===== config.mk =====
export PLATFORM = sky130hd
export DESIGN_NAME = hex_display_scheduler
export DESIGN_NICKNAME = d
export VERILOG_FILES = /design/src/rtl/hex_display_scheduler.sv
export SDC_FILE = /design/constraint.sdc
export NUM_CORES = 1
export LEC_CHECK = 0
export CAP_MARGIN = 10
export CORE_MARGIN = 4
export CORE_UTILIZATION = 55
export CTS_CLUSTER_DIAMETER = 60
export CTS_CLUSTER_SIZE = 24
export DETAILED_ROUTE_END_ITERATION = 8
export PLACE_DENSITY = 0.82
export SLEW_MARGIN = 20
export SYNTH_ARGS = -nofsm -noshare
export SYNTH_HDL_FRONTEND = slang
export SYNTH_SLANG_ARGS = --single-unit
export TNS_END_PERCENT = 5

===== constraint.sdc =====
create_clock -name clk -period 4 [get_ports clk]
set_input_delay 0.8 -clock clk [delete_from_list [all_inputs] [get_ports clk]]
set_output_delay 0.8 -clock clk [all_outputs]
set_load 0.005 [all_outputs]

===== src/rtl/hex_display_scheduler.sv =====
// Time-shares one external 4-bit-to-7-segment decoder across NUM_DIGITS displays:
// snapshot a packed hex value, scan it MSD first through the decoder, then commit all digits at once.
module hex_display_scheduler #(
  parameter int NUM_DIGITS = 8
) (
  input  logic                    clk,
  input  logic                    rst,
  input  logic                    load,
  input  logic [4*NUM_DIGITS-1:0] value,
  input  logic                    blank_lz,
  output logic                    busy,
  output logic                    done,
  output logic [3:0]              dec_nibble,
  input  logic [6:0]              dec_seg,
  output logic [7*NUM_DIGITS-1:0] hex_all,
  output logic [1:0]              dbg_state
);

  localparam int IW = (NUM_DIGITS > 1) ? $clog2(NUM_DIGITS) : 1;
  localparam logic [IW-1:0] LAST_IDX = IW'(NUM_DIGITS - 1);

  typedef enum logic [1:0] {
    IDLE    = 2'd0,
    ISSUE   = 2'd1,
    CAPTURE = 2'd2,
    COMMIT  = 2'd3
  } state_t;

  // Handshake: load is a level request sampled every edge; a request seen while a scan
  // is running is remembered once (pending) and served with the value present at COMMIT.
  state_t                    state_q;
  logic [4*NUM_DIGITS-1:0]   snap_q;
  logic [7*NUM_DIGITS-1:0]   shadow_q, shadow_d;
  logic [7*NUM_DIGITS-1:0]   hex_all_q;
  logic [IW-1:0]             idx_q;
  logic                      lz_q;
  logic                      pending_q;
  logic                      busy_q;
  logic                      done_q;
  logic [3:0]                dec_nibble_q;
  logic [3:0]                cur_nib;
  logic                      blank_now;

  assign cur_nib   = snap_q[4*idx_q +: 4];
  assign blank_now = lz_q && (cur_nib == 4'd0) && (idx_q != '0);

  // Shadow with the digit being captured this cycle folded in, so the final
  // capture and the commit of hex_all happen on the same edge.
  always_comb begin
    shadow_d = shadow_q;
    if (state_q == CAPTURE) begin
      shadow_d[7*idx_q +: 7] = blank_now ? 7'h7F : dec_seg;
    end
  end

  always_ff @(posedge clk) begin
    if (rst) begin
      state_q      <= IDLE;
      snap_q       <= '0;
      shadow_q     <= '1;
      hex_all_q    <= '1;
      idx_q        <= '0;
      lz_q         <= 1'b0;
      pending_q    <= 1'b0;
      busy_q       <= 1'b0;
      done_q       <= 1'b0;
      dec_nibble_q <= 4'd0;
    end else begin
      done_q <= 1'b0;
      case (state_q)
        IDLE: begin
          if (load) begin
            snap_q  <= value;
            lz_q    <= blank_lz;
            idx_q   <= LAST_IDX;
            busy_q  <= 1'b1;
            state_q <= ISSUE;
          end
        end
        ISSUE: begin
          if (load) pending_q <= 1'b1;
          dec_nibble_q <= cur_nib;
          state_q      <= CAPTURE;
        end
        CAPTURE: begin
          if (load) pending_q <= 1'b1;
          shadow_q <= shadow_d;
          if (!blank_now) lz_q <= 1'b0;
          if (idx_q == '0) begin
            hex_all_q <= shadow_d;
            done_q    <= 1'b1;
            busy_q    <= 1'b0;
            state_q   <= COMMIT;
          end else begin
            idx_q   <= idx_q - 1'b1;
            state_q <= ISSUE;
          end
        end
        COMMIT: begin
          if (pending_q || load) begin
            pending_q <= 1'b0;
            snap_q    <= value;
            lz_q      <= blank_lz;
            idx_q     <= LAST_IDX;
            busy_q    <= 1'b1;
            state_q   <= ISSUE;
          end else begin
            state_q <= IDLE;
          end
        end
        default: state_q <= IDLE;
      endcase
    end
  end

  assign busy       = busy_q;
  assign done       = done_q;
  assign dec_nibble = dec_nibble_q;
  assign hex_all    = hex_all_q;
  assign dbg_state  = state_q;

endmodule


==> impl_metrics.json, run 1 <==
{
  "status": "finished clean",
  "grt_pass1_wl_um": 27100,
  "cp.depth": 8,
  "critical_path_arrival_ps": 3660,
  "fmax_mhz": 302,
  "endpoint_kind": "register",
  "rsz0062_at_grt": "false",
  "rrSetupSlack_ps": 690,
  "gp_congestion": 0.850,
  "leakage_nw": 2.98,
  "cpMostUsedCell": "ha_1",
  "crit_buf_inv": 2,
  "die_area_um2": 13500,
  "die-height_um": 116,
  "cts-root-buf": "clkbuf_16",
  "syn_area_per_cell_um2": 9.11,
  "synth.area.top_cells": "dfxtp_1 49%, a21oi_1 6.8%, nand2_1 4.1%",
  "setup_ws_ps": 687,
  "clk_pin_slew_ps": 60,
  "max_slew_margin_pct": 35.7,
  "start_kind": "register",
  "num_antenna_cells": 0,
  "cts_buffers": 17,
  "path_max_fanout": 14,
  "ant_nets": 0,
  "crit_family": "simple AND/OR/NAND/NOR gates",
  "synth_flop_cell": "dfxtp_1",
  "start_util_pct": 56.3,
  "synth.most_common_cell": "dfxtp_1",
  "finish.instance_area_um2": 8160,
  "netlist_area_um2": 6460,
  "endpoint": "shadow_q[28]$_SDFFE_PP1P_",
  "nets": 842,
  "grt_pass1_vias": 5431,
  "setup_viol": 0,
  "wl_per_cell_um": 17.9,
  "grt_antenna_before_repair": 0,
  "worstPathRequired_ps": 4350,
  "die_x_um": 116,
  "post_cts_buffers": 0,
  "r2r-start": "idx_q[0]$_SDFFE_PP0P_",
  "coreArea_um2": 11500,
  "worstSetupStartpoint": "idx_q[0]$_SDFFE_PP0P_",
  "fin_tns_setup_ps": 0,
  "placed_cells": 912,
  "layout.cells.non_filler": 944,
  "max_stage_delay_ps": 720,
  "cts.path.max_buffers": 2,
  "cp_slowest_cell": "dfxtp_1",
  "drcViolationCount": 0,
  "hpwl_um": 11500,
  "syn2layout_area_growth_pct": 26.3,
  "path_class": "register to register",
  "synthTopCellsByCount": "157 x dfxtp_1, 88 x a21oi_1, 71 x nand2_1, 53 x o21ai_0, 42 x nor2_1",
  "synth_top_area_share_pct": 48.7,
  "r2r_end": "shadow_q[28]$_SDFFE_PP1P_",
  "reg2regPathDepth": 8,
  "wl_um": 16900,
  "synth_area_leader_cell": "dfxtp_1",
  "grt_max_degree": 117,
  "place_area_um2": 7530,
  "fin_crit_ps": 3310,
  "drive_gt1_share_pct": 7.24,
  "placementRows": 39,
  "async_flop_share_pct": 0,
  "drt_first_iter_violations": 853,
  "cts_tree": "built",
  "path_cells": "inv_1, ha_1, ha_1, nor4b_2, buf_4, and2_0, nor3_1, a31oi_1",
  "synth_cells": 709,
  "hold_path.class": "register to register",
  "finalPower_mw": 5.47,
  "pre_cts_slack_ps": 699,
  "cap_violations": 0,
  "vias": 5814,
  "worstMarginPinSlew_ps": 964,
  "pin_count": 107,
  "worst_clock_skew_ps": 9.03,
  "synth-edff-count": 0,
  "via_per_inst": 6.16,
  "yosys_warnings": 0,
  "htree_levels": 4,
  "gr-total-overflow": 0,
  "yosysSeqAreaShare_pct": 48.7,
  "drt-pass1-iter-count": 5,
  "vdd_drop_max_mv": 0.383,
  "cts-resized-gates": 0,
  "cts.sinks": 157,
  "n_fill_cell": 870,
  "hold_depth": 2,
  "port-buffer-count": 106,
  "hold_viol": 0,
  "timing.final.max_slew_violations": 0,
  "period_share_pct": 82.8,
  "pwr_density_cell_nw_per_um2": 671,
  "ys_ff_latch": 157,
  "ys_types": 44,
  "clk-insertion-delay-late_ps": 430,
  "gr-usage-all-layers_pct": 25.4,
  "cts_hold_buf": 0,
  "syn_nets": 763
}
[metal layers]
metal,part of all wire (%),GRT usage [%]
met5,0,0
met1,43,32.5
met3,5.9,5.65
met4,2.4,10.8
met2,49,41.6
[layout make-up]
type                            instances  area, µm²  share of cell area [%]
Multi-Input combinational cell        487       3040                    37.2
Clock inverter                          6        105                    1.29
Clock buffer                           26        509                    6.24
Sequential cell                       157       3140                    38.5
Tap cell                              143        179                    2.19
Inverter                                9       33.8                   0.414
Timing Repair Buffer                  116       1150                    14.1
[worst register-to-register path, delay by kind of cell (launching register included)]
family / cells / cell delay (ps)
DFF: 1 / 720
AOI/OAI and AO/OA: 1 / 170
and+or+nand+nor: 3 / 970
adders and majority gates: 2 / 880
buffers and inverters: 2 / 500
[cells by family after synthesis]
kind of cell / synth area share (%)
AOI/OAI and AO/OA: 24.7
and+or+nand+nor: 13.2
DFF: 48.7
buffers and inverters: 4.73
muxes: 6.53
adders and majority gates: 2.13
[metrics by stage]
step                      utilization [%]  hold WS, ps
after floorplan                         -          433
after global placement               65.7          442
after detailed placement             65.7          447
after CTS                            71.0          455
after global routing                 71.1          476
final                                71.1          457
[how the worst min path moves through the flow]
| stage | endpoint | startpoint |
|---|---|---|
| after floorplan | snap_q[10]$_SDFFE_PP0P_ | snap_q[10]$_SDFFE_PP0P_ |
| after global placement | snap_q[22]$_SDFFE_PP0P_ | snap_q[22]$_SDFFE_PP0P_ |
| after detailed placement | snap_q[15]$_SDFFE_PP0P_ | snap_q[15]$_SDFFE_PP0P_ |
| after CTS | snap_q[15]$_SDFFE_PP0P_ | snap_q[15]$_SDFFE_PP0P_ |
| after global routing | snap_q[6]$_SDFFE_PP0P_ | snap_q[6]$_SDFFE_PP0P_ |
| final | snap_q[4]$_SDFFE_PP0P_ | snap_q[4]$_SDFFE_PP0P_ |
[placed cells by master, fill, tap and decap left out, types with 5 or more instances in the layout]
master / Yosys / final
o21ai_1: 23 / 23
nand2_1: 71 / 70
mux2i_1: 23 / 23
clkdlybuf4s50_1: 0 / 105
mux4_2: 8 / 8
a221oi_1: 30 / 30
clkbuf_8: 0 / 5
nand3_1: 8 / 8
ha_1: 11 / 11
nor2b_1: 5 / 5
a21oi_1: 88 / 88
dfxtp_1: 157 / 157
a211o_1: 22 / 22
inv_1: 8 / 8
nor3_1: 30 / 30
a31oi_1: 28 / 28
or3_1: 5 / 5
nand2b_1: 6 / 6
clkbuf_16: 0 / 17
o21ai_0: 53 / 53
buf_4: 2 / 9
nor2_1: 42 / 42
[state kept, by name, summed over array words and instances (netlist names), 2 cells and up]
name	flops
shadow_q	56
dec_nibble	4
hex_all	56
idx_q	3
snap_q	32
dbg_state	2
[report_power, final]
group	switching (mW)	internal (mW)
Clock	0.600	1.06
Sequential	0.192	1.82
Combinational	0.996	0.799
Power figures use the tool's default switching activity.
==> run 2, diff against run 1 <==
--- a/config.mk
+++ b/config.mk
@@ -7,11 +7,11 @@
 export LEC_CHECK = 0
 export CAP_MARGIN = 10
 export CORE_MARGIN = 4
-export CORE_UTILIZATION = 55
+export CORE_UTILIZATION = 53
 export CTS_CLUSTER_DIAMETER = 60
 export CTS_CLUSTER_SIZE = 24
 export DETAILED_ROUTE_END_ITERATION = 8
-export PLACE_DENSITY = 0.82
+export PLACE_DENSITY = 0.79
 export SLEW_MARGIN = 20
 export SYNTH_ARGS = -nofsm -noshare
 export SYNTH_HDL_FRONTEND = slang
==> constraint.sdc (replaced) <==
create_clock -name clk -period 3.34 [get_ports clk]
set_input_delay 0.668 -clock clk [delete_from_list [all_inputs] [get_ports clk]]
set_output_delay 0.668 -clock clk [all_outputs]
set_load 0.005 [all_outputs]
==> impl_metrics.json, run 2 (same netlist as run 1, synthesis figures left out) <==
{
  "status": "finished clean",
  "r2r_end": "shadow_q[34]$_SDFFE_PP1P_",
  "post_cts_buffers": 0,
  "drive_gt1_share_pct": 7.85,
  "die_area_um2": 14000,
  "drcViolationCount": 0,
  "grt_pass1_vias": 5687,
  "hold_viol": 0,
  "fmax_mhz": 347,
  "r2r-start": "idx_q[1]$_SDFFE_PP0P_",
  "htree_levels": 4,
  "pin_count": 107,
  "gr-usage-all-layers_pct": 24.2,
  "worst_clock_skew_ps": 6.60,
  "worstPathRequired_ps": 3690,
  "coreArea_um2": 12000,
  "multiInputGateArea_um2": 3030,
  "n_fill_cell": 928,
  "grt_max_degree": 72,
  "reg2regPathDepth": 9,
  "port-buffer-count": 106,
  "start_util_pct": 54.0,
  "die-height_um": 118,
  "path_class": "register to register",
  "grt_antenna_before_repair": 0,
  "fin_crit_ps": 2880,
  "placementRows": 40,
  "via_per_inst": 6.00,
  "cts_tree": "built",
  "critical_path_arrival_ps": 3230,
  "clk_pin_slew_ps": 60,
  "cts_hold_buf": 0,
  "final-seq-area_um2": 3140,
  "cts.sinks": 157,
  "rsz0062_at_grt": "false",
  "vias": 5699,
  "wl_um": 16700,
  "grt_pass1_wl_um": 27500,
  "drt_first_iter_violations": 532,
  "syn2layout_area_growth_pct": 27.1,
  "gp_congestion": 0.839,
  "cts.path.max_buffers": 2,
  "finish.utilization_pct": 68.6,
  "cap_violations": 0,
  "wl_per_cell_um": 17.6,
  "endpoint_kind": "register",
  "hold_depth": 2,
  "fin_tns_setup_ps": 0,
  "leakage_nw": 3.00,
  "num_antenna_cells": 0,
  "cts-root-buf": "clkbuf_16",
  "layout_common_cells": "157 x dfxtp_1, 105 x clkdlybuf4s50_1, 88 x a21oi_1, 70 x nand2_1, 53 x o21ai_0",
  "whs_ps": 456,
  "finalPower_mw": 6.61,
  "cts-resized-gates": 0,
  "drt-pass1-iter-count": 5,
  "worstSetupStartpoint": "idx_q[1]$_SDFFE_PP0P_",
  "vdd_drop_max_mv": 0.436,
  "nets": 847,
  "start_kind": "register",
  "ant_nets": 0,
  "timing.final.max_slew_violations": 0,
  "setup_viol": 0,
  "hpwl_um": 11300,
  "final_common_cell": "dfxtp_1",
  "period_share_pct": 86.2,
  "cts_buffers": 17,
  "clk-insertion-delay-late_ps": 430,
  "rrSetupSlack_ps": 460,
  "max_slew_margin_pct": 50.1,
  "pwr_density_cell_nw_per_um2": 806,
  "die_x_um": 118,
  "hold_end": "snap_q[8]$_SDFFE_PP0P_",
  "gr-total-overflow": 0,
  "hold_path.class": "register to register",
  "worstMarginPinSlew_ps": 746,
  "path_max_fanout": 15,
  "hold_start": "snap_q[8]$_SDFFE_PP0P_"
}
run 2: critical path, stage by stage (launching register included):
cell and delay, ps:
dfxtp_1 300, buf_4 200, inv_1 120, ha_1 200, ha_1 600, nor4b_2 290
buf_4 220, and2_0 550, nor3_1 120, a31oi_1 200
run 2: how the worst max path moves through the flow:
stage | slack [ps] | endpoint | depth (start not counted)
3_5_place_dp | 560 | shadow_q[28]$_SDFFE_PP1P_ | 9
5_1_grt | 230 | shadow_q[34]$_SDFFE_PP1P_ | 9
2_1_floorplan | 870 | shadow_q[46]$_SDFFE_PP1P_ | 11
4_1_cts | 520 | shadow_q[34]$_SDFFE_PP1P_ | 9
3_3_place_gp | 660 | shadow_q[32]$_SDFFE_PP1P_ | 9
6_report | 460 | shadow_q[34]$_SDFFE_PP1P_ | 9
run 2: layout make-up:
type | instances | share of cell area, %
clock inverters | 6 | 1.62
inverters | 9 | 0.412
clock buffers | 23 | 6.07
repair buffers | 121 | 14.4
multi-input cells | 487 | 36.9
flip-flops and latches | 157 | 38.3
well taps | 147 | 2.24
run 2: metal layers:
| metal | vias to the layer above | track usage, % | share of wire, % |
|---|---|---|---|
| li1 | 2766 | - | - |
| met1 | 2714 | 29.4 | 42 |
| met2 | 182 | 40.7 | 50 |
| met3 | 37 | 6.12 | 5.7 |
| met4 | 0 | 10.2 | 2.5 |
| met5 | - | 0 | 0 |
run 2: per-stage QoR:
step / setup slack (ps) / cell area [µm²] / std cells
5_1_grt: 230 / 8210 / 950
3_3_place_gp: 660 / 7570 / 921
6_report: 459 / 8210 / 950
2_1_floorplan: 868 / 6460 / 709
3_5_place_dp: 560 / 7570 / 921
4_1_cts: 515 / 8210 / 950
run 2: where the power goes:
| group | total [mW] | switching [mW] | internal (mW) | leakage (nW) |
|---|---|---|---|---|
| Sequential | 2.38 | 0.201 | 2.18 | 1.28 |
| Combinational | 2.18 | 1.20 | 0.978 | 1.42 |
| Clock | 2.05 | 0.717 | 1.34 | 0.307 |
